==> config.mk <==
export PLATFORM = sky130hd
export DESIGN_NAME = brick_map_writer
export DESIGN_NICKNAME = d
export VERILOG_FILES = /design/src/rtl/brick_map_writer_pkg.sv /design/src/rtl/brick_map_writer_hit_fifo.sv /design/src/rtl/brick_map_writer.sv
export SDC_FILE = /design/constraint.sdc
export NUM_CORES = 2
export LEC_CHECK = 0
export ABC_CLOCK_PERIOD_IN_PS = 10600
export CORE_AREA = 4 4 598 600
export CTS_CLUSTER_SIZE = 14
export DETAILED_ROUTE_END_ITERATION = 6
export DIE_AREA = 0 0 602 604
export PLACE_DENSITY = 0.3
export REMOVE_ABC_BUFFERS = 1
export SLEW_MARGIN = 5
export SYNTH_ARGS = -nofsm -noshare
export SYNTH_HDL_FRONTEND = slang
export SYNTH_SLANG_ARGS = --single-unit
==> constraint.sdc <==
create_clock -name clk -period 10.6 [get_ports clk]
set_input_delay 2.12 -clock clk [delete_from_list [all_inputs] [get_ports clk]]
set_output_delay 2.12 -clock clk [all_outputs]
set_load 0.005 [all_outputs]
==> src/rtl/brick_map_writer_pkg.sv <==
// rtl/brick_map_writer_pkg.sv - shared constants, types and helpers for the brick map writer
// Purpose: map geometry, field limits, FSM state encoding and the queued hit cell type.
// Ports: none (package).
package brick_map_pkg;

    localparam int ROWS       = 15;
    localparam int COLS       = 20;
    localparam int CELL_SHIFT = 5;
    localparam int X_LIMIT    = 543;
    localparam int Y_LIMIT    = 479;

    typedef enum logic [1:0] {
        LOAD,
        COUNT,
        RUN,
        APPLY
    } state_t;

    typedef struct packed {
        logic [3:0] row;
        logic [4:0] col;
    } cell_t;

    function automatic logic [8:0] popcount_row(input logic [COLS-1:0] bits);
        logic [8:0] n;
        n = '0;
        for (int i = 0; i < COLS; i++) begin
            n = n + 9'(bits[i]);
        end
        return n;
    endfunction

endpackage

==> src/rtl/brick_map_writer_hit_fifo.sv <==
// rtl/brick_map_writer_hit_fifo.sv - pending-hit queue of map cells
// Purpose: synchronous FIFO of cell_t entries; reset flushes all entries.
// Ports: clk_i, reset_i (async active-high); push_i/data_i write side;
//        pop_i/data_o read side (data_o shows the head entry); full_o, empty_o, count_o.
module hit_fifo
    import brick_map_pkg::*;
#(
    parameter int DEPTH = 4,
    localparam int AW = (DEPTH > 1) ? $clog2(DEPTH) : 1,
    localparam int CW = $clog2(DEPTH + 1)
) (
    input  logic          clk_i,
    input  logic          reset_i,
    input  logic          push_i,
    input  cell_t         data_i,
    input  logic          pop_i,
    output cell_t         data_o,
    output logic          full_o,
    output logic          empty_o,
    output logic [CW-1:0] count_o
);

    cell_t         mem_q [DEPTH];
    logic [AW-1:0] wr_q, rd_q;
    logic [CW-1:0] count_q;
    logic          do_push, do_pop;

    assign full_o  = (count_q == CW'(DEPTH));
    assign empty_o = (count_q == '0);
    assign count_o = count_q;
    assign data_o  = mem_q[rd_q];

    // Writes into a full queue and reads from an empty one are dropped.
    assign do_push = push_i && !full_o;
    assign do_pop  = pop_i && !empty_o;

    always_ff @(posedge clk_i) begin
        if (do_push) begin
            mem_q[wr_q] <= data_i;
        end
    end

    always_ff @(posedge clk_i or posedge reset_i) begin
        if (reset_i) begin
            wr_q    <= '0;
            rd_q    <= '0;
            count_q <= '0;
        end else begin
            if (do_push) begin
                wr_q <= (wr_q == AW'(DEPTH - 1)) ? '0 : wr_q + AW'(1);
            end
            if (do_pop) begin
                rd_q <= (rd_q == AW'(DEPTH - 1)) ? '0 : rd_q + AW'(1);
            end
            case ({do_push, do_pop})
                2'b10:   count_q <= count_q + CW'(1);
                2'b01:   count_q <= count_q - CW'(1);
                default: count_q <= count_q;
            endcase
        end
    end

endmodule

==> src/rtl/brick_map_writer.sv <==
// rtl/brick_map_writer.sv - live strong-brick occupancy map with frame-synchronous hit clearing
// Purpose: loads one of four initial maps after reset, counts bricks, queues hits from the
//          collision logic and clears them only after start_of_frame.
// Ports: clk, reset (async active-high); random selects mat0..mat3 at load;
//        start_of_frame pulse; hit_valid/hit_x/hit_y/hit_ready hit handshake;
//        map_out, bricks_left, load_done, all_cleared toward the brick drawer.
module brick_map_writer #(
    parameter int ROWS       = brick_map_pkg::ROWS,
    parameter int COLS       = brick_map_pkg::COLS,
    parameter int CELL_SHIFT = brick_map_pkg::CELL_SHIFT,
    parameter int X_LIMIT    = brick_map_pkg::X_LIMIT,
    parameter int Y_LIMIT    = brick_map_pkg::Y_LIMIT,
    parameter int FIFO_DEPTH = 4
) (
    input  logic                         clk,
    input  logic                         reset,
    input  logic [1:0]                   random,
    input  logic [0:ROWS-1][0:COLS-1]    mat0,
    input  logic [0:ROWS-1][0:COLS-1]    mat1,
    input  logic [0:ROWS-1][0:COLS-1]    mat2,
    input  logic [0:ROWS-1][0:COLS-1]    mat3,
    input  logic                         start_of_frame,
    input  logic                         hit_valid,
    input  logic [10:0]                  hit_x,
    input  logic [10:0]                  hit_y,
    output logic                         hit_ready,
    output logic [0:ROWS-1][0:COLS-1]    map_out,
    output logic [8:0]                   bricks_left,
    output logic                         load_done,
    output logic                         all_cleared
);
    import brick_map_pkg::*;

    localparam int CW = $clog2(FIFO_DEPTH + 1);

    state_t                      state_q, state_d;
    logic [0:ROWS-1][0:COLS-1]   map_q, map_d;
    logic [8:0]                  bricks_q, bricks_d;
    logic                        load_done_q, load_done_d;
    logic                        all_cleared_q, all_cleared_d;
    logic [3:0]                  row_q, row_d;

    cell_t                       push_cell, head_cell;
    logic                        in_field, push, pop, full, empty;
    logic [CW-1:0]               count;

    // Zero coordinates mean "no real position" on the collision side, so they are discarded too.
    assign in_field = (hit_x != '0) && (hit_y != '0) &&
                      (hit_x < 11'(X_LIMIT)) && (hit_y < 11'(Y_LIMIT));

    assign hit_ready     = load_done_q && !full;
    assign push          = hit_valid && hit_ready && in_field;
    assign push_cell.row = 4'(hit_y >> CELL_SHIFT);
    assign push_cell.col = 5'(hit_x >> CELL_SHIFT);

    hit_fifo #(
        .DEPTH(FIFO_DEPTH)
    ) u_hit_fifo (
        .clk_i   (clk),
        .reset_i (reset),
        .push_i  (push),
        .data_i  (push_cell),
        .pop_i   (pop),
        .data_o  (head_cell),
        .full_o  (full),
        .empty_o (empty),
        .count_o (count)
    );

    always_comb begin
        state_d     = state_q;
        map_d       = map_q;
        bricks_d    = bricks_q;
        load_done_d = load_done_q;
        row_d       = row_q;
        pop         = 1'b0;
        case (state_q)
            LOAD: begin
                case (random)
                    2'd0:    map_d = mat0;
                    2'd1:    map_d = mat1;
                    2'd2:    map_d = mat2;
                    default: map_d = mat3;
                endcase
                bricks_d = '0;
                row_d    = '0;
                state_d  = COUNT;
            end
            COUNT: begin
                bricks_d = bricks_q + popcount_row(map_q[row_q]);
                if (row_q == 4'(ROWS - 1)) begin
                    load_done_d = 1'b1;
                    state_d     = RUN;
                end else begin
                    row_d = row_q + 4'd1;
                end
            end
            RUN: begin
                if (start_of_frame && !empty) begin
                    state_d = APPLY;
                end
            end
            APPLY: begin
                if (empty) begin
                    state_d = RUN;
                end else begin
                    pop = 1'b1;
                    // Only a 1->0 transition decrements, so duplicate hits cannot underflow.
                    if (map_q[head_cell.row][head_cell.col]) begin
                        map_d[head_cell.row][head_cell.col] = 1'b0;
                        bricks_d = bricks_q - 9'd1;
                    end
                    // A same-cycle push keeps the queue non-empty and extends this APPLY run.
                    if ((count == CW'(1)) && !push) begin
                        state_d = RUN;
                    end
                end
            end
            default: state_d = LOAD;
        endcase
        all_cleared_d = load_done_d && (bricks_d == '0);
    end

    always_ff @(posedge clk or posedge reset) begin
        if (reset) begin
            state_q       <= LOAD;
            map_q         <= '0;
            bricks_q      <= '0;
            load_done_q   <= 1'b0;
            all_cleared_q <= 1'b0;
            row_q         <= '0;
        end else begin
            state_q       <= state_d;
            map_q         <= map_d;
            bricks_q      <= bricks_d;
            load_done_q   <= load_done_d;
            all_cleared_q <= all_cleared_d;
            row_q         <= row_d;
        end
    end

    assign map_out     = map_q;
    assign bricks_left = bricks_q;
    assign load_done   = load_done_q;
    assign all_cleared = all_cleared_q;

endmodule

==> results.toml <==
[status]
status = "complete, no violations"

[die]
core_area_sq_um = 352100
die-area_sq_um = 363600
start_util = 0.08414
chipHeight_um = 604
num_io_pins = 1540
dieWidth_um = 602
core.rowCount = 218

[cells_and_area]
area_growth_pct = 78.22
fill_cells = 39510
final_cells = 9152
multiInputGateArea_sq_um = 19240
finish.instance_area_sq_um = 52800
drive_gt1_frac = 0.1492
fin_nets = 5577
ff_latch_area_sq_um = 9200

[sta]
max_slew_margin = 0.02741
finalSetupTns_ns = 0
fin_crit_ns = 8.489
period_share = 0.8008
drv_slew = 0
setup_viol = 0
rsz0062_at_grt = "false"
hold_viol_final = 0
holdWs_ns = 0.5312
fmax_ghz = 0.1178
tightest_slew_ns = 1.459
finClkSkew_ns = 0.08480

[placement]
hpwlAfterDp_um = 313700
place_inst = 8980
placed_area_sq_um = 50640
numPortBuffers = 1539
gp_congestion = 0.9222

[global_routing]
grt_max_degree = 146
grt_use_total = 0.1970
first_global_vias = 34710
grt_overflow = 0
grt_pass1_wl_um = 457600
antenna_found_initial = 342

[worst_setup_path]
path_delay_family = "adder cells"
cp-end-kind = "flop"
worstRegToRegCells = 28
reg2reg_slack_ns = 2.11
cpMaxStageDelayCell = "dfrtp_4"
arrival_ns = 9.12
path_class = "flop to flop"
startpoint = "row_q[0]"
crit_path_end = "all_cleared"
path_buf_inv = 6
crit_path_frequent_cell = "fa_1"
timing.rr.end = "all_cleared"
worstSetupStartpointType = "flop"
r2r-start = "row_q[0]"
required_ns = 11.23
slowest_delay_ns = 1.12
path_max_fanout = 46
crit_cells = 28

[clock_network]
hold_buffers = 0
cts_buffers = 57
cts_sinks = 360
clk_pin_slew_ns = 0.07
cts_tree = "done"
cts_setup_buffers = 0
insertion_delay_ns = 0.75
cts_resized = 0
htree_levels = 2
cts-root-buf = "clkbuf_16"
cts.path.max_buffers = 3

[route]
drt-pass1-iter-count = 7
wl_um = 373800
wl_per_cell_um = 40.84
ant_nets = 0
vias_per_cell = 3.778
vias = 34570
drt_iter0_markers = 2696
drc_errors = 0

[synthesis]
yosys.cell_types.count = 81
synth_area_per_cell_sq_um = 10.12
yosysSeqAreaShare = 0.3101
synth_most_common_cell = "nand2_1"
synth_flop_cell = "dfrtp_1"
yosysTopAreaCell = "mux4_2"
synthArstFlopShare = 0.9000
yosysTopAreaCellShare = 0.3048
synthTopCellsByArea = "mux4_2, dfrtp_1, nand2_1"
synth_edf_count = 36
synth_area_sq_um = 29630
ys_ff_latch = 360
ys.warnings.count = 0
synthTopCellsByCount = "nand2_1, mux4_2, dfrtp_1"
netlist_instances = 2927

[worst_hold_path]
min_path_type = "flop to flop"

[power]
power_density_nw_per_um2 = 205.4
p_leak_nw = 19.69
vdd_drop_max_mv = 0.2985

[flow_run]
maxCapViolations = 0
==> cell families after synthesis <==
family                   share of synthesized area
multiplexers                                0.3543
AO/OA/AOI/OAI                               0.1452
XOR/XNOR                                  0.001774
adder cells (fa/ha/maj)                    0.02069
buffers and inverters                      0.04831
AND/OR/NAND/NOR                             0.1195
flip-flops                                  0.3101
==> stage by stage <==
step	power, mW	util	setup WS (ns)
5_1_grt	11.42	0.1496	1.456
6_report	10.84	0.1499	2.111
3_3_place_gp	8.946	0.1438	1.769
2_1_floorplan	5.008	-	-23.91
3_5_place_dp	8.918	0.1438	1.848
4_1_cts	11.12	0.1495	1.809
==> layout by cell type, fill, tap and decap left out, types with 8 or more instances in the layout <==
cell	n
a211oi_1	15
a21oi_1	322
a221oi_1	8
and2_1	9
buf_12	10
buf_4	71
clkbuf_1	13
clkbuf_16	57
clkdlybuf4s50_1	1537
clkinv_2	10
dfrtp_1	321
diode_2	66
edfxtp_1	36
fa_1	15
ha_1	25
inv_1	32
mux2_2	20
mux2i_1	118
mux4_2	399
nand2_1	672
nand3_1	17
nand4_1	8
nor2_1	48
nor2_4	14
nor2b_1	16
nor3_1	10
nor4_1	12
o211ai_1	8
o21ai_0	244
o21ai_1	109
o22ai_1	8
==> layout make-up <==
class / count / share of cell area
inverter: 34 / 0.002583
clock buffer: 77 / 0.02976
sequential: 360 / 0.1742
clock inverter: 29 / 0.007986
antenna: 66 / 0.003128
timing repair buffer: 1620 / 0.3058
multi-input combinational: 2236 / 0.3644
tap: 4730 / 0.1121
==> metal layers <==
| layer | track usage | share of wire | up-vias |
|---|---|---|---|
| met5 | 0 | 0.0026 | - |
| met4 | 0.03095 | 0.021 | 146 |
| met3 | 0.06737 | 0.079 | 633 |
| met2 | 0.3457 | 0.50 | 1820 |
| met1 | 0.2350 | 0.40 | 18060 |
| li1 | - | - | 13910 |
==> state kept, by name, summed over array words and instances (netlist names) <==
register and count:
all_cleared 1, bricks_left 9, load_done 1, map_out 300, row_q 4, state_q 2
u_hit_fifo.count_o 3, u_hit_fifo.mem_q 36, u_hit_fifo.rd_q 2, u_hit_fifo.wr_q 2
==> worst min-delay path by stage <==
stage / endpoint / slack [ns] / cells after the start / startpoint
after floorplan: u_hit_fifo.count_o[1] / 0.48 / 2 / u_hit_fifo.count_o[1]
after global placement: u_hit_fifo.count_o[1] / 0.50 / 2 / u_hit_fifo.count_o[1]
after detailed placement: u_hit_fifo.count_o[2] / 0.52 / 1 / u_hit_fifo.count_o[2]
after CTS: u_hit_fifo.count_o[2] / 0.53 / 1 / u_hit_fifo.count_o[2]
after global routing: u_hit_fifo.count_o[0] / 0.55 / 1 / u_hit_fifo.count_o[0]
final: u_hit_fifo.count_o[2] / 0.53 / 1 / u_hit_fifo.count_o[2]
==> report_power, final <==
group	internal [mW]	switching (mW)	leakage, nW
sequential	1.76	0.667	4.69
clock	1.22	0.878	0.956
combinational	2.42	3.90	14.0
total	5.40	5.45	19.7
(Power assumes the default switching activity.)
